[config.mk]
export PLATFORM = sky130hd
export DESIGN_NAME = conv2d_stream
export DESIGN_NICKNAME = d
export VERILOG_FILES = /design/src/rtl/conv_pkg.sv /design/src/rtl/conv_line_buffer.sv /design/src/rtl/conv2d_stream.sv
export SDC_FILE = /design/constraint.sdc
export NUM_CORES = 2
export LEC_CHECK = 0
export CAP_MARGIN = 10
export CORE_ASPECT_RATIO = 0.6
export CORE_MARGIN = 2
export CORE_UTILIZATION = 45
export DETAILED_ROUTE_END_ITERATION = 7
export PLACE_DENSITY = 0.58
export SLEW_MARGIN = 20
export SYNTH_ARGS = -nofsm -noshare
export SYNTH_HDL_FRONTEND = slang
export SYNTH_SLANG_ARGS = --single-unit
[constraint.sdc]
create_clock -name clk -period 12.2 [get_ports clk]
set_input_delay 1.83 -clock clk [delete_from_list [all_inputs] [get_ports clk]]
set_output_delay 1.83 -clock clk [all_outputs]
set_load 0.01 [all_outputs]
[src/rtl/conv_pkg.sv]
// Shared constants and arithmetic helpers for the streaming 3x3 convolution engine.
package conv_pkg;

  localparam int PAD_VALID = 0;
  localparam int PAD_SAME  = 1;

  function automatic int acc_width(input int data_w, input int coef_w);
    return data_w + coef_w + 6;
  endfunction

  function automatic int tap_idx(input int ky, input int kx);
    return ky * 3 + kx;
  endfunction

  // Clamp a signed value into the signed range of an out_w-bit word.
  function automatic logic signed [63:0] sat(input logic signed [63:0] val, input int out_w);
    logic signed [63:0] hi;
    logic signed [63:0] lo;
    logic signed [63:0] res;
    hi = (64'sd1 <<< (out_w - 1)) - 64'sd1;
    lo = -(64'sd1 <<< (out_w - 1));
    if (val > hi) begin
      res = hi;
    end else if (val < lo) begin
      res = lo;
    end else begin
      res = val;
    end
    return res;
  endfunction

endpackage

[src/rtl/conv_line_buffer.sv]
// Two row buffers indexed by column; a write pushes the old middle value up to the top row.
module conv_line_buffer #(
  parameter int DEPTH  = 30,
  parameter int DATA_W = 8,
  parameter int IDX_W  = $clog2(DEPTH)
) (
  input  logic              clk,
  input  logic              wr_en,
  input  logic [IDX_W-1:0]  idx,
  input  logic [DATA_W-1:0] din,
  output logic [DATA_W-1:0] top,
  output logic [DATA_W-1:0] mid
);

  logic [DATA_W-1:0] row0_r [DEPTH];
  logic [DATA_W-1:0] row1_r [DEPTH];

  assign top = row1_r[idx];
  assign mid = row0_r[idx];

  // Row storage is pure datapath and deliberately left unreset.
  always_ff @(posedge clk) begin
    if (wr_en) begin
      row1_r[idx] <= row0_r[idx];
      row0_r[idx] <= din;
    end
  end

endmodule

[src/rtl/conv2d_stream.sv]
// Streaming 3x3 convolution: one raster-order pixel in, one saturated result out per step,
// with optional zero padding (same mode) and ReLU.
module conv2d_stream
  import conv_pkg::*;
#(
  parameter int IMG_W    = 28,
  parameter int IMG_H    = 28,
  parameter int DATA_W   = 8,
  parameter int COEF_W   = 8,
  parameter int BIAS_W   = 16,
  parameter int OUT_W    = 16,
  parameter int ACC_W    = acc_width(DATA_W, COEF_W),
  parameter int PAD_MODE = PAD_SAME,
  parameter int RELU     = 0
) (
  input  logic                clk,
  input  logic                rst_n,
  input  logic                in_valid,
  output logic                in_ready,
  input  logic [DATA_W-1:0]   in_data,
  input  logic [9*COEF_W-1:0] kernel,
  input  logic [BIAS_W-1:0]   bias,
  output logic                out_valid,
  input  logic                out_ready,
  output logic [OUT_W-1:0]    out_data,
  output logic                out_last,
  output logic                busy
);

  localparam int VW = IMG_W + 2 * PAD_MODE;
  localparam int VH = IMG_H + 2 * PAD_MODE;
  localparam int CW = $clog2(VW);
  localparam int RW = $clog2(VH);
  localparam logic [CW-1:0] VC_LAST = CW'(VW - 1);
  localparam logic [RW-1:0] VR_LAST = RW'(VH - 1);

  logic [RW-1:0]              vr_r;
  logic [CW-1:0]              vc_r;
  logic                       out_valid_r;
  logic                       out_last_r;
  logic [OUT_W-1:0]           out_data_r;
  logic signed [COEF_W-1:0]   kern_r [9];
  logic signed [BIAS_W-1:0]   bias_r;
  logic [DATA_W-1:0]          win_r [3][3];

  logic                       border_s;
  logic                       step_en_s;
  logic                       step_s;
  logic                       produce_s;
  logic                       first_s;
  logic                       last_pos_s;
  logic [DATA_W-1:0]          pix_s;
  logic [DATA_W-1:0]          col_top_s;
  logic [DATA_W-1:0]          col_mid_s;
  logic [DATA_W-1:0]          win_s [3][3];
  logic signed [ACC_W-1:0]    acc_s;
  logic signed [ACC_W-1:0]    relu_s;

  conv_line_buffer #(
    .DEPTH (VW),
    .DATA_W(DATA_W),
    .IDX_W (CW)
  ) u_line_buffer (
    .clk  (clk),
    .wr_en(step_s),
    .idx  (vc_r),
    .din  (pix_s),
    .top  (col_top_s),
    .mid  (col_mid_s)
  );

  // Position decode and handshake: border positions inject a zero and consume nothing.
  always_comb begin
    border_s = 1'b0;
    if (PAD_MODE == PAD_SAME) begin
      border_s = (vr_r == RW'(0)) || (vr_r == VR_LAST) || (vc_r == CW'(0)) || (vc_r == VC_LAST);
    end else begin
      border_s = 1'b0;
    end
    step_en_s  = !out_valid_r || out_ready;
    in_ready   = step_en_s && !border_s;
    step_s     = step_en_s && (border_s || in_valid);
    produce_s  = (vr_r >= RW'(2)) && (vc_r >= CW'(2));
    first_s    = (vr_r == RW'(0)) && (vc_r == CW'(0));
    last_pos_s = (vr_r == VR_LAST) && (vc_r == VC_LAST);
    if (border_s) begin
      pix_s = {DATA_W{1'b0}};
    end else begin
      pix_s = in_data;
    end
  end

  // Post-shift window and its multiply-accumulate against the latched kernel.
  always_comb begin
    for (int ky = 0; ky < 3; ky++) begin
      win_s[ky][0] = win_r[ky][1];
      win_s[ky][1] = win_r[ky][2];
    end
    win_s[0][2] = col_top_s;
    win_s[1][2] = col_mid_s;
    win_s[2][2] = pix_s;
    acc_s = ACC_W'(bias_r);
    for (int ky = 0; ky < 3; ky++) begin
      for (int kx = 0; kx < 3; kx++) begin
        acc_s = acc_s + ACC_W'($signed({1'b0, win_s[ky][kx]})) * ACC_W'(kern_r[tap_idx(ky, kx)]);
      end
    end
    if ((RELU == 1) && acc_s[ACC_W-1]) begin
      relu_s = {ACC_W{1'b0}};
    end else begin
      relu_s = acc_s;
    end
  end

  // Frame position, configuration latch, window state and registered output.
  always_ff @(posedge clk or negedge rst_n) begin
    if (!rst_n) begin
      vr_r        <= RW'(0);
      vc_r        <= CW'(0);
      out_valid_r <= 1'b0;
      out_last_r  <= 1'b0;
      out_data_r  <= {OUT_W{1'b0}};
      bias_r      <= {BIAS_W{1'b0}};
      for (int k = 0; k < 9; k++) begin
        kern_r[k] <= {COEF_W{1'b0}};
      end
      for (int ky = 0; ky < 3; ky++) begin
        for (int kx = 0; kx < 3; kx++) begin
          win_r[ky][kx] <= {DATA_W{1'b0}};
        end
      end
    end else begin
      if (step_s) begin
        win_r <= win_s;
        if (vc_r == VC_LAST) begin
          vc_r <= CW'(0);
          if (vr_r == VR_LAST) begin
            vr_r <= RW'(0);
          end else begin
            vr_r <= vr_r + RW'(1);
          end
        end else begin
          vc_r <= vc_r + CW'(1);
        end
        if (first_s) begin
          bias_r <= bias;
          for (int k = 0; k < 9; k++) begin
            kern_r[k] <= kernel[k*COEF_W +: COEF_W];
          end
        end
      end
      if (step_s && produce_s) begin
        out_valid_r <= 1'b1;
        out_last_r  <= last_pos_s;
        out_data_r  <= OUT_W'(sat(64'(relu_s), OUT_W));
      end else if (out_ready) begin
        out_valid_r <= 1'b0;
        out_last_r  <= 1'b0;
      end
    end
  end

  assign out_valid = out_valid_r;
  assign out_last  = out_last_r;
  assign out_data  = out_data_r;
  assign busy      = (vr_r != RW'(0)) || (vc_r != CW'(0)) || out_valid_r;

endmodule

==> flow_summary.yaml <==
clock_network:
  cts_root_buf: "clkbuf_16"
  post_cts_resized: 0
  clkTransAtPathRegs_ns: 0.06
  clk_path_buf_depth: 3
  clk_latency_ns: 0.67
  cts_tree: "done"
  cts_hold_buf: 0
  h-tree-depth: 3
  clock-sinks: 644
  numCtsBuffers: 68
  cts_setup_buffers: 0
grt:
  grt_start_max_net_pins: 76
  grt_pass1_vias: 28827
  grt_pass1_wl_um: 202900
  antenna_found_initial: 3
  grt-ovfl-total: 0
  grtUsageTotal_pct: 26.46
setup_path:
  cp_slowest_cell: "dfrtp_4"
  cp-start-kind: "register"
  path_common_cell: "fa_1"
  required_ns: 12.70
  path_class: "reg -> reg"
  critPathMaxFanout: 39
  cp.arrival_ns: 11.78
  critPathMaxStageDelay_ns: 0.88
  end_kind: "register"
routing:
  ant_nets: 0
  drt-initial-drc-count: 3078
  drc: 0
  dr.pass1.iters: 6
  wl_per_cell_um: 25.55
  routed_wl_um: 138200
  vias: 28894
  viasPerCell: 5.343
layout:
  layout_common_cells: "inv_1 (815), fa_1 (594), edfxtp_1 (480)"
  drive_above_1_share_pct: 10.81
  utilization_pct: 50.41
  num-nets-final: 4936
  final_common_cell: "inv_1"
  area_growth_pct: 11.49
sta:
  finalSetupViolations: 0
  tightestPinTransition_ns: 1.096
  drv_slew: 0
  rsz0062_at_grt: "false"
  period_share_pct: 92.47
  max_freq_ghz: 0.08864
  finalSetupTns_ns: 0
  fin_ws_ns: 0.9187
  period_needed_ns: 11.28
  hold_viol: 0
  maxSlewHeadroom_pct: 26.86
  fin_skew_ns: 0.03359
synth:
  synth_top_area_cell: "edfxtp_1"
  synthCells: 3805
  synth_nets: 4801
  synth_seq_cells: 644
  yosysTopAreaCellShare_pct: 30.47
  seq_area_frac_synth_pct: 39.15
  synth_edf_count: 480
  synthArstFlopShare_pct: 25.47
  synthDistinctLibCells: 63
  netlist_area_mm2: 0.04731
  synthFlopType: "edfxtp_1"
  netlist_top_cells_area: "edfxtp_1 (30%), fa_1 (25%), dfrtp_1 (8.7%)"
  avgSynthCellArea_um2: 12.43
  yosysWarningCount: 0
die:
  fp.dieH_um: 255.1
  core_region_area_mm2: 0.1046
  die-area_mm2: 0.1078
  num_io_pins: 120
  num_rows: 92
  dieWidth_um: 422.6
  initial_utilization_pct: 45.21
worst_hold_path:
  hp-class: "reg -> reg"
placed_design:
  hpwl_um: 108700
  pre_cts_ws_ns: 1.094
  gp_congestion: 0.9361
  port_buffers: 119
outcome:
  status: "complete, no violations"
power:
  ir_drop_v: 0.0002537
  p_per_area_mw_per_mm2: 235.5
  p_leak_nw: 23.85
job:
  max-cap-violations: 0
==> sequential cells by signal, summed over array words and instances, names as in the netlist <==
register              count
bias_r                   16
u_line_buffer.row0_r    240
out_data                 16
out_valid                 1
vr_r                      5
vc_r                      5
out_last                  1
kern_r                   72
win_r                    48
u_line_buffer.row1_r    240
==> area by class of cell <==
class / count / area, um^2
Fill cell: 9131 / 51890
Tap cell: 1410 / 1764
Clock buffer: 92 / 1844
Sequential cell: 644 / 18530
Multi-Input combinational cell: 2202 / 25220
Clock inverter: 33 / 432.9
Antenna cell: 3 / 7.507
Inverter: 817 / 3067
Timing Repair Buffer: 207 / 1884
==> metal layers <==
metal	GRT usage, %	up-vias	routed length, um	part of all wire (%)
met3	12.41	97	20540	15
met1	43.72	14793	68220	49
met2	30.24	1505	47370	34
li1	-	12497	-	-
met5	1.491	-	228	0.16
met4	4.133	2	1821	1.3
==> worst max-delay path, delay by kind of cell, from the launching register on <==
kind                       cells  cell delay [ns]
and+or+nand+nor                3             0.85
adders and majority gates     11             5.30
DFF                            1             0.88
AOI/OAI and AO/OA              6             2.18
muxes                          1             0.56
buffers and inverters          7             1.27
==> synth_stat cells (all sizes together), types with 6 or more instances <==
cell type    n
xnor2       17
and3        44
o22ai       10
mux2       102
edfxtp     480
dfrtp      164
inv        815
buf         39
nand2      393
nand2b      25
nor2b       15
nand3        8
nor2       104
o21ai       32
a21oi       21
a31oi        7
xor2         6
fa         594
clkbuf     103
and2       251
ha         302
a21o         9
a22oi       63
nand4       26
mux4       112
==> metrics by stage <==
| step | total power [W] | instance area, um^2 | std cells | hold WS (ns) |
|---|---|---|---|---|
| after floorplan | 0.007371 | 47310 | 3805 | 0.4794 |
| after global placement | 0.01002 | 50440 | 5279 | 0.4921 |
| after detailed placement | 0.01009 | 50440 | 5279 | 0.4939 |
| after CTS | 0.01228 | 52720 | 5404 | 0.5169 |
| after global routing | 0.01319 | 52730 | 5405 | 0.5278 |
| final | 0.01242 | 52740 | 5408 | 0.5177 |
==> worst paths after layout <==
path / start / end / depth (start not counted) / slack, ns
setup reg to reg: vc_r[0] / out_data[1] / 28 / 0.92
min in group asynchronous: rst_n / kern_r[57] / 1 / 1.21
hold / removal: bias_r[13] / bias_r[13] / 1 / 0.52
hold reg to reg: bias_r[13] / bias_r[13] / 1 / 0.52
max in group asynchronous: rst_n / kern_r[29] / 3 / 9.09
setup / recovery: vc_r[0] / out_data[1] / 28 / 0.92
==> power by group <==
group          switching [W]  internal [W]  leakage [nW]
Sequential          0.000613       0.00308          6.51
Combinational        0.00424       0.00232          16.2
Clock               0.000958       0.00121          1.10
Total                0.00581       0.00661          23.9
==> cells by family after synthesis <==
logic type	count (synthesis)	share of synthesized area [%]
AO/OA/AOI/OAI	176	2.640
AND/OR/NAND/NOR	891	9.183
adder cells (fa/ha/maj)	896	33.13
buffers and inverters	959	7.662
flip-flops	644	39.15
XOR/XNOR	23	0.4417
multiplexers	216	7.803
Power figures use the tool's default switching activity.
